**src/rtl/control_pkg.sv**
```systemverilog
// Shared encodings for the multicycle controller, instruction register and ALU control.
package control_pkg;

  typedef enum logic [3:0] {
    S_IDLE     = 4'd0,
    S_FETCH    = 4'd1,
    S_DECODE   = 4'd2,
    S_EXEC_R   = 4'd3,
    S_WB_R     = 4'd4,
    S_EXEC_I   = 4'd5,
    S_WB_I     = 4'd6,
    S_MEM_ADDR = 4'd7,
    S_MEM_RD   = 4'd8,
    S_MEM_WB   = 4'd9,
    S_MEM_WR   = 4'd10,
    S_BRANCH   = 4'd11,
    S_JUMP     = 4'd12,
    S_HALT     = 4'd13
  } state_t;

  localparam logic [3:0] OP_ADD  = 4'h0;
  localparam logic [3:0] OP_SUB  = 4'h1;
  localparam logic [3:0] OP_AND  = 4'h2;
  localparam logic [3:0] OP_OR   = 4'h3;
  localparam logic [3:0] OP_ADDI = 4'h4;
  localparam logic [3:0] OP_LW   = 4'h5;
  localparam logic [3:0] OP_SW   = 4'h6;
  localparam logic [3:0] OP_BEQ  = 4'h7;
  localparam logic [3:0] OP_J    = 4'h8;
  localparam logic [3:0] OP_HALT = 4'hF;

  localparam logic [1:0] ALUOP_ADD   = 2'b00;
  localparam logic [1:0] ALUOP_SUB   = 2'b01;
  localparam logic [1:0] ALUOP_FUNCT = 2'b10;

  localparam logic [1:0] SRCB_B   = 2'b00;
  localparam logic [1:0] SRCB_ONE = 2'b01;
  localparam logic [1:0] SRCB_IMM = 2'b10;
  localparam logic [1:0] SRCB_BR  = 2'b11;

  localparam logic [1:0] PCSRC_ALU    = 2'b00;
  localparam logic [1:0] PCSRC_ALUOUT = 2'b01;
  localparam logic [1:0] PCSRC_JUMP   = 2'b10;

endpackage

```
**src/rtl/control_decode.sv**
```systemverilog
// Combinational opcode classifier feeding the DECODE transition.
module control_decode
  import control_pkg::*;
(
  input  logic [3:0] opcode,
  output logic       is_rtype,
  output logic       is_addi,
  output logic       is_lw,
  output logic       is_sw,
  output logic       is_beq,
  output logic       is_j,
  output logic       is_halt,
  output logic       is_illegal
);

  always_comb begin
    is_rtype   = 1'b0;
    is_addi    = 1'b0;
    is_lw      = 1'b0;
    is_sw      = 1'b0;
    is_beq     = 1'b0;
    is_j       = 1'b0;
    is_halt    = 1'b0;
    is_illegal = 1'b0;
    case (opcode)
      OP_ADD, OP_SUB, OP_AND, OP_OR: is_rtype = 1'b1;
      OP_ADDI:                       is_addi  = 1'b1;
      OP_LW:                         is_lw    = 1'b1;
      OP_SW:                         is_sw    = 1'b1;
      OP_BEQ:                        is_beq   = 1'b1;
      OP_J:                          is_j     = 1'b1;
      OP_HALT:                       is_halt  = 1'b1;
      default:                       is_illegal = 1'b1;
    endcase
  end

endmodule

```
**src/rtl/multicycle_control.sv**
```systemverilog
// Multicycle control FSM: sequences fetch/decode/execute/memory/writeback and drives datapath enables.
module multicycle_control
  import control_pkg::*;
(
  input  logic       clk,
  input  logic       reset_n,
  input  logic [3:0] opcode,
  input  logic       mem_ready,
  output logic       IRWrite,
  output logic       PCWrite,
  output logic       PCWriteCond,
  output logic       MemRead,
  output logic       MemWrite,
  output logic       IorD,
  output logic       RegWrite,
  output logic       MemtoReg,
  output logic       ALUSrcA,
  output logic [1:0] ALUSrcB,
  output logic [1:0] ALUOp,
  output logic [1:0] PCSource,
  output logic       halted,
  output logic       illegal
);

  state_t state, state_next;
  logic   mem_is_lw, mem_is_lw_next;
  logic   is_rtype, is_addi, is_lw, is_sw, is_beq, is_j, is_halt, is_illegal;

  control_decode u_decode (
    .opcode     (opcode),
    .is_rtype   (is_rtype),
    .is_addi    (is_addi),
    .is_lw      (is_lw),
    .is_sw      (is_sw),
    .is_beq     (is_beq),
    .is_j       (is_j),
    .is_halt    (is_halt),
    .is_illegal (is_illegal)
  );

  // opcode is only trusted in DECODE, so the lw/sw split is remembered for MEM_ADDR.
  always_ff @(posedge clk or negedge reset_n) begin
    if (!reset_n) begin
      state     <= S_IDLE;
      mem_is_lw <= 1'b0;
    end else begin
      state     <= state_next;
      mem_is_lw <= mem_is_lw_next;
    end
  end

  always_comb begin
    state_next     = state;
    mem_is_lw_next = mem_is_lw;
    IRWrite     = 1'b0;
    PCWrite     = 1'b0;
    PCWriteCond = 1'b0;
    MemRead     = 1'b0;
    MemWrite    = 1'b0;
    IorD        = 1'b0;
    RegWrite    = 1'b0;
    MemtoReg    = 1'b0;
    ALUSrcA     = 1'b0;
    ALUSrcB     = SRCB_B;
    ALUOp       = ALUOP_ADD;
    PCSource    = PCSRC_ALU;
    halted      = 1'b0;
    illegal     = 1'b0;
    case (state)
      S_IDLE: state_next = S_FETCH;
      S_FETCH: begin
        MemRead = 1'b1;
        ALUSrcB = SRCB_ONE;
        if (mem_ready) begin
          IRWrite    = 1'b1;
          PCWrite    = 1'b1;
          state_next = S_DECODE;
        end
      end
      S_DECODE: begin
        ALUSrcB        = SRCB_BR;
        mem_is_lw_next = is_lw;
        if (is_rtype)              state_next = S_EXEC_R;
        else if (is_addi)          state_next = S_EXEC_I;
        else if (is_lw || is_sw)   state_next = S_MEM_ADDR;
        else if (is_beq)           state_next = S_BRANCH;
        else if (is_j)             state_next = S_JUMP;
        else if (is_halt)          state_next = S_HALT;
        else begin
          illegal    = is_illegal;
          state_next = S_FETCH;
        end
      end
      S_EXEC_R: begin
        ALUSrcA    = 1'b1;
        ALUOp      = ALUOP_FUNCT;
        state_next = S_WB_R;
      end
      S_WB_R, S_WB_I: begin
        RegWrite   = 1'b1;
        state_next = S_FETCH;
      end
      S_EXEC_I: begin
        ALUSrcA    = 1'b1;
        ALUSrcB    = SRCB_IMM;
        state_next = S_WB_I;
      end
      S_MEM_ADDR: begin
        ALUSrcA    = 1'b1;
        ALUSrcB    = SRCB_IMM;
        state_next = mem_is_lw ? S_MEM_RD : S_MEM_WR;
      end
      S_MEM_RD: begin
        MemRead = 1'b1;
        IorD    = 1'b1;
        if (mem_ready) state_next = S_MEM_WB;
      end
      S_MEM_WB: begin
        RegWrite   = 1'b1;
        MemtoReg   = 1'b1;
        state_next = S_FETCH;
      end
      S_MEM_WR: begin
        MemWrite = 1'b1;
        IorD     = 1'b1;
        if (mem_ready) state_next = S_FETCH;
      end
      S_BRANCH: begin
        ALUSrcA     = 1'b1;
        ALUOp       = ALUOP_SUB;
        PCWriteCond = 1'b1;
        PCSource    = PCSRC_ALUOUT;
        state_next  = S_FETCH;
      end
      S_JUMP: begin
        PCWrite    = 1'b1;
        PCSource   = PCSRC_JUMP;
        state_next = S_FETCH;
      end
      S_HALT:  halted = 1'b1;
      default: state_next = S_IDLE;
    endcase
  end

endmodule
```
**config.mk**
```make
export PLATFORM = sky130hd
export DESIGN_NAME = multicycle_control
export DESIGN_NICKNAME = d
export VERILOG_FILES = /design/src/rtl/control_pkg.sv /design/src/rtl/control_decode.sv /design/src/rtl/multicycle_control.sv
export SDC_FILE = /design/constraint.sdc
export NUM_CORES = 1
export LEC_CHECK = 0
export BUFFER_PORTS_ARGS = -buffer_cell sky130_fd_sc_hd__buf_2
export CAP_MARGIN = 10
export CORE_MARGIN = 4
export CORE_UTILIZATION = 46
export CTS_CLUSTER_SIZE = 12
export DETAILED_ROUTE_END_ITERATION = 7
export PLACE_DENSITY = 0.8
export SLEW_MARGIN = 0
export SYNTH_ARGS = -nofsm -noshare
export SYNTH_HDL_FRONTEND = slang
export SYNTH_SLANG_ARGS = --single-unit
```
**constraint.sdc**
```tcl
create_clock -name clk -period 2.3 [get_ports clk]
set_clock_uncertainty 0.1 [all_clocks]
set_input_delay 0.46 -clock clk [delete_from_list [all_inputs] [get_ports clk]]
set_output_delay 0.46 -clock clk [all_outputs]
set_load 0.05 [all_outputs]
```
## Word level (Yosys, flattened, before mapping)

Index checks and enable logic that the tools add are counted.

- Flip-flop bits (word level): 5
- Input bits: 7
- Word-level logic and storage cells: 80

- Eq/ne operators: 25
- Muxes and demuxes: 40
- Bitwise logic cells: 1
- Reductions and logical operators: 12

Operators with widths:

| operator | count |
|---|---|
| 4-bit two-way mux | 9 |
| 4-bit one-hot mux with 9 select lines | 1 |
| 4-bit by 3-bit equality test with 1-bit output (second input constant) | 8 |
| 4-bit equality test (second input constant) | 8 |
| 1-bit two-way mux | 25 |
| 4-bit by 2-bit equality test with 1-bit output (second input constant) | 4 |
| 10-bit OR reduction | 1 |
| 4-bit by 1-bit equality test with 1-bit output (second input constant) | 2 |
| 4-bit zero test | 2 |
| 2-bit one-hot mux with 2 select lines | 2 |
| 4-bit OR reduction | 2 |
| 2-bit inequality test (second input constant) | 3 |
| 2-bit one-hot mux with 3 select lines | 1 |
| 2-bit OR reduction | 3 |
| 6-bit OR reduction | 1 |
| 4-bit AND reduction | 1 |
| 3-bit OR reduction | 1 |
| 2-bit two-way mux | 1 |
| 1-bit one-hot mux with 2 select lines | 1 |
| 1-bit logical OR | 1 |
| 1-bit inverter | 1 |

## Logic depth before layout (Yosys ltp)

Gate-level depths: netlist (run 1).

- Word-level depth: 10
- Gate-level depth with buffers: 5

## Cells and area by module

Synthesis (run 1) repeated with hierarchy kept, for this count alone.

- Cells, all modules: 93
- Area total of the unflattened synthesis: 629.4 um^2

Modules (own cells, without submodules):

| module | times used | cells an instance | area an instance (um^2) | sequential area each (um^2) |
|---|---|---|---|---|
| multicycle_control | 1 | 80 | 558.0 | 125.1 |
| control_decode | 1 | 13 | 71.3 | 0.0 |

## Worst setup path after synthesis (run 1)

OpenSTA, ideal clock, no wires.

- Kind: register -> output
- From: register state[2]
- To: output port illegal
- Data arrival time: 2.123 ns
- Required time: 1.740 ns
- Setup slack: -0.383 ns
- Stages on the path, launching flop included: 4
- Cells stage by stage: dfrtp_1 > buf_6 > or4b_4 > nor3_1

- Longest elaborated chain between the ends: 2

Ends and longest elaborated chain:

| item | RTL line | source |
|---|---|---|
| start: declaration | multicycle_control.sv:25 | `state_t state, state_next;` |
| start signal: assignment | multicycle_control.sv:47 | `state <= state_next;` |
| 4-bit by 2-bit equality test with 1-bit output | multicycle_control.sv:69 | `case (state)` |
| 1-bit two-way mux | multicycle_control.sv:69 |  |
| end: declaration | multicycle_control.sv:22 | `output logic illegal` |

No other way between the ends.

## Final worst setup path (run 1)

- From: register state[3]
- To: output port illegal

Same word-level chain as after synthesis.

==> metrics, run 1 <==
Port Buffers=23; WS Path Type=register to output pin; power per cell area=1700 nW/µm²; post-layout util=0.666; nets@finish=roughly 110; cell internal pwr=522 µW; clk_lat worst skew=0.24 ns; root buffer cell=clkbuf_4; Ports=24; Syn Nets=90; Area Overhead vs Synth=27.9%; Switching Share=0.607; Avg Inst Size Synth=7.34 µm²; Total Neg Setup Slack=0 ns; min-delay worst type=register to register; largest net degree at the start of global routing=26; Die ar.=around 2000 µm²; RSZ-0062 raised after global routing=no; core area=between 1000 and 1500 µm²; top post-synthesis cells by count=nor2_1 (9), nand2b_1 (7); CTS tree=done; Psw=805 µW; DRC=0; Worst R2R Path Depth=3; WP data required=between 1.5 and 2 ns; Hold Slack=between 0.4 and 0.5 ns; max incr delay on CP=0.59 ns; gpl congestion=~0.78; Fillers=a little over 100; Max Slew Vio Count=0; drt wl/cell=~13 µm; ys flop type=dfrtp_1; die width=between 40 and 50 µm; sequential fraction of the synthesis area=0.205; Setup-failing EPs final=0; R2R setup slack=just over 0.7 ns; Max clock buf depth=2; crit-path cells=or4b_4 > nor3_2 > buf_2; post-placement cell count=between 100 and 150; post_cts resized=0; post-synthesis async set-or-reset flop share=1.00; Final Hold Violating Endpoints=0; minimum clock period=around 2.2 ns; Initial Utilization=0.520; crit start category=register; Slew @ Worst Pin=0.399 ns; DRT antenna net count=0; Post-Syn Area=609 µm²; Worst-path clk slew=about 0.05 ns; Critical-path top delay cell=or4b_4; Gate power share=0.807; number of max-cap violations=0; ant diodes=0; Synth cell types=36; Reg power frac=0.117; TritonCTS Buffers=3; post-synth top area share=0.205; Peak supply drop=roughly 1.1 mV; number of global-route vias before repair=about 600; Via-to-Cell Ratio=between 5 and 6; Lkg Pwr=between 0.3 and 0.4 nW; layout cells sized above 1=0.371; clk sinks=5; hold path start=mem_is_lw$_DFFE_PN0P_; R2R Path End=state[1]$_DFFE_PN0P_; number of synthesized flops with an enable pin=0; hpwl dp=about 1200 µm; Final period util=0.960; total grt overflow=0; Die H=approximately 44 µm; most common cell in the synthesized netlist=nor2_1; drt pass-1 iters=4; hold endpoint=mem_is_lw$_DFFE_PN0P_; Critical path buffers and inverters=1; Post-CTS Hold Buffers=1; final wirelength=1540 µm; Clock Power Share=0.075; initial antenna violation count=0; Syn. warnings=0; DRT iter0 DRCs=10; crit end category=output pin; Post-Synthesis Cells=83; peak fanout along the critical path=5; status=finished clean; row cnt=12; Top delay family on crit path=simple AND/OR/NAND/NOR gates; vias=about 670; WP data arrival=1.65 ns; number of setup buffers added after CTS=0; first-pass GRT wire length=around 2600 µm; WHS Path Cells=2; Slew HR=0.730; Synth area leader=dfrtp_1; Synth Register Bits=5; total track usage=0.172; largest cells by area after synthesis=dfrtp_1 (21%), nand2b_1 (7.2%), nor2_1 (5.5%); H-Tree Depth=1; r2r startpoint=state[3]$_DFFE_PN0P_; final std cells w/o fill=119; f_max=around 0.45 GHz
[metal layers]
layer / track usage / routed length [µm] / up-vias
met2: 0.291 / 794 / 22
li1: - / - / 351
met5: 0 / 0 / -
met1: 0.222 / 649 / 299
met4: 0.0361 / 0 / 0
met3: 0.0366 / 92 / 0
[power by group through the flow]
stage                     sequential [mW]  clock, mW  combinational, mW
after floorplan                     0.162          0              0.868
after CTS                           0.156      0.104               1.08
final                               0.156      0.100               1.07
after detailed placement            0.157          0               1.08
after global routing                0.159      0.114               1.16
after global placement              0.150          0               1.06
[stage by stage]
step	instance area (µm²)	setup WS [ns]	power (mW)
after global routing	779	0.0366	1.43
after floorplan	636	-0.0197	1.03
final	779	0.0913	1.33
after global placement	743	0.384	1.21
after detailed placement	743	0.350	1.23
after CTS	779	0.0803	1.34
[final cells by class]
class / count / area, µm² / share of cell area
flip-flops and latches: 5 / 125 / 0.161
inverters: 1 / 3.75 / 0.00482
repair buffers: 28 / 155 / 0.199
multi-input cells: 67 / 452 / 0.579
clock buffers: 4 / 26.3 / 0.0337
well taps: 14 / 17.5 / 0.0225
[state kept, by name, summed over array words and instances, names as in the netlist]
name,flops
state,4
mem_is_lw,1
[worst max-delay path by stage]
stage                                    start  cells after the start  endpoint  slack [ns]
after floorplan           state[0]$_DFFE_PN0P_                      3   ALUSrcA       -0.02
after global placement    state[3]$_DFFE_PN0P_                      3   illegal        0.38
after detailed placement  state[3]$_DFFE_PN0P_                      3   illegal        0.35
after CTS                 state[3]$_DFFE_PN0P_                      3   illegal        0.08
after global routing      state[3]$_DFFE_PN0P_                      3   illegal        0.04
final                     state[3]$_DFFE_PN0P_                      3   illegal        0.09
[worst min-delay path, cell delays in order, from the launching register on]
cell	delay [ns]
dfrtp_1	0.34
nand2_1	0.05
o21ai_0	0.08
[layout by cell type (no fill, tap or decap), drive strengths merged]
cell / netlist / final
buf: 5 / 27
nor2: 9 / 9
nand2b: 7 / 7
nand2: 5 / 5
dfrtp: 5 / 5
nor3: 5 / 5
nor3b: 4 / 4
clkbuf: 5 / 4
nand3: 3 / 3
o21ai: 3 / 3
a21oi: 3 / 3
xnor2: 2 / 2
and3: 2 / 2
o21a: 2 / 2
o31ai: 2 / 2
nor4b: 2 / 2
o211ai: 2 / 2
a211oi: 2 / 2
and4b: 1 / 1
and3b: 1 / 1
a31oi: 1 / 1
o22ai: 1 / 1
or4b: 1 / 1
a21boi: 1 / 1
inv: 1 / 1
nor2b: 1 / 1
a32o: 1 / 1
or2: 1 / 1
and4: 1 / 1
nor4: 1 / 1
o311a: 1 / 1
a2bb2oi: 1 / 1
o21bai: 1 / 1
dlygate4sd3: 0 / 1
[cell families (layout without fill, tap and decap cells)]
family | Yosys count | after routing | synth area share
and+or+nand+nor | 44 | 44 | 0.421
AOI/OAI and AO/OA | 21 | 21 | 0.248
buffers and inverters | 11 | 33 | 0.0965
DFF | 5 | 5 | 0.205
xor gates and xnor gates | 2 | 2 | 0.0288
(Power assumes the default switching activity.)
==> run 2, diff against run 1 <==
- BUFFER_PORTS_ARGS: -buffer_cell sky130_fd_sc_hd__buf_2 -> -buffer_cell sky130_fd_sc_hd__buf_4
- SKIP_CTS_REPAIR_TIMING: unset -> 1
==> run 2 against run 1 <==
Cell area up 7.5%. Register-to-register slack is essentially flat. Critical path depth is the same. Non-clock buffer count is the same. Maximum frequency is 3.0% higher. Clock power hardly changed. Setup slack improved by 0.064 ns. Combinational power increased by 7%. Hold slack got worse by 0.038 ns. Via count grew 1.0%. Largest power group unchanged.
==> metrics, run 2 (synthesis results as in run 1) <==
drt wl/cell=13.0 µm (+1.0%); crit end category=output pin; Worst-path clk slew=0.05 ns (about the same); DRC=0 (unchanged); CTS tree=done; Initial Utilization=0.520 (unchanged); minimum clock period=2.14 ns (-0.0639 ns); nets@finish=113 (unchanged); clk sinks=5 (unchanged); core area=1170 µm² (unchanged); power per cell area=1670 nW/µm² (-2.2%); WS Path Type=register to output pin; Tot Pwr=1.40 mW (+5.2%); drt pass-1 iters=4 (unchanged); Peak supply drop=1.04 mV (-3.6%); post-placement cell count=114 (unchanged); Final period util=0.933 (-0.0278); Slew HR=0.759 (+0.0290); number of max-cap violations=0 (unchanged); TritonCTS Buffers=3 (unchanged); RSZ-0062 raised after global routing=no; Via-to-Cell Ratio=5.71 (+1.0%); Slew @ Worst Pin=0.356 ns (-0.0430 ns); commonest non-fill, non-tap cell in the layout=buf_4; Lkg Pwr=0.379 nW (+2.4%); Setup-failing EPs final=0 (unchanged); max reg flops=4 (unchanged); hpwl dp=1160 µm (-0.43%); Die ar.=1970 µm² (unchanged); total grt overflow=0 (unchanged); Top reg by flops=state; Max Slew Vio Count=0 (unchanged); biggest regs=state (4), mem_is_lw (1); min-delay worst type=register to register; status=finished clean; Area Overhead vs Synth=37.6%; first-pass GRT wire length=2480 µm (-3.5%); layout cells sized above 1=0.381 (+0.00952); die width=44.4 µm (unchanged); Total Neg Setup Slack=0 ns (unchanged); total track usage=0.176 (+0.00485); gpl congestion=0.784 (+1.0%); clk_lat worst skew=0.25 ns (about the same); final wirelength=1550 µm (+1.0%); Ports=24 (unchanged); root buffer cell=clkbuf_4; Port Buffers=23 (unchanged); largest net degree at the start of global routing=26 (unchanged); row cnt=12 (unchanged); vias=679 (+1.0%); ant diodes=0 (unchanged); H-Tree Depth=1 (unchanged); DRT iter0 DRCs=6 (-4); commonest cells after routing, fill and taps aside=buf_4 (27), nor2_1 (9), nand2b_1 (7), nand2_1 (5), dfrtp_1 (5); crit start category=register; initial antenna violation count=0 (unchanged); WP data arrival=1.58 ns (-0.07 ns); WP data required=1.74 ns (about the same); Fillers=98 (-4.9%); f_max=0.466 GHz (+3.0%); Final Hold Violating Endpoints=0 (unchanged); Max clock buf depth=2 (unchanged); DRT antenna net count=0 (unchanged); number of global-route vias before repair=550 (-6.3%); final std cells w/o fill=119 (unchanged); Die H=44.4 µm (unchanged); peak fanout along the critical path=5 (unchanged)
==> run 2: changes by cell type in the layout (fill, tap and decap cells not counted) <==
cell / delta
buf_2: -23
buf_4: +23
clkbuf_1: -1
clkinv_2: +1
==> run 2: path summary, 6_finish.rpt <==
path / slack, ns / end / depth (start not counted) / startpoint
max: 0.16 / illegal / 3 / state[3]$_DFFE_PN0P_
min: 0.37 / mem_is_lw$_DFFE_PN0P_ / 2 / mem_is_lw$_DFFE_PN0P_
max reg2reg: 0.72 / state[1]$_DFFE_PN0P_ / 3 / state[3]$_DFFE_PN0P_
min reg2reg: 0.37 / mem_is_lw$_DFFE_PN0P_ / 2 / mem_is_lw$_DFFE_PN0P_
max in group asynchronous: 1.55 / mem_is_lw$_DFFE_PN0P_ / 2 / reset_n
min in group asynchronous: 0.45 / state[0]$_DFFE_PN0P_ / 2 / reset_n
==> run 2: metal layers <==
layer | track usage | wire length, µm
met1 | 0.226 | 711
met2 | 0.267 | 724
met3 | 0.0366 | 76
met4 | 0.108 | 38
met5 | 0 | 0
==> run 2: worst max-delay path, stage by stage, from the launching register on <==
cell	delay [ns]
dfrtp_1	0.37
or4b_4	0.58
nor3_2	0.17
buf_4	0.22
==> run 2: where the power goes <==
part	internal, mW	switching (mW)
combinational	0.388	0.754
sequential	0.130	0.0215
clock	0.0631	0.0396
==> run 2: layout make-up <==
class	instances	area (µm²)	area share
inverter	1	3.75	0.00448
clock inverter	1	5.00	0.00597
timing repair buffer	28	213	0.254
sequential	5	125	0.149
tap	14	17.5	0.0209
clock buffer	3	22.5	0.0269
multi-input combinational	67	452	0.539
==> run 2: through the flow <==
stage / cell area (µm²) / worst slack (ns) / hold slack, ns / util
finish: 838 / 0.155 / 0.374 / 0.716
global route: 838 / 0.0913 / 0.426 / 0.716
CTS: 828 / 0.144 / -0.105 / 0.707
detailed placement: 801 / 0.425 / 0.163 / 0.684
global placement: 801 / 0.434 / 0.161 / 0.684
floorplan: 636 / -0.0197 / 0.0644 / -
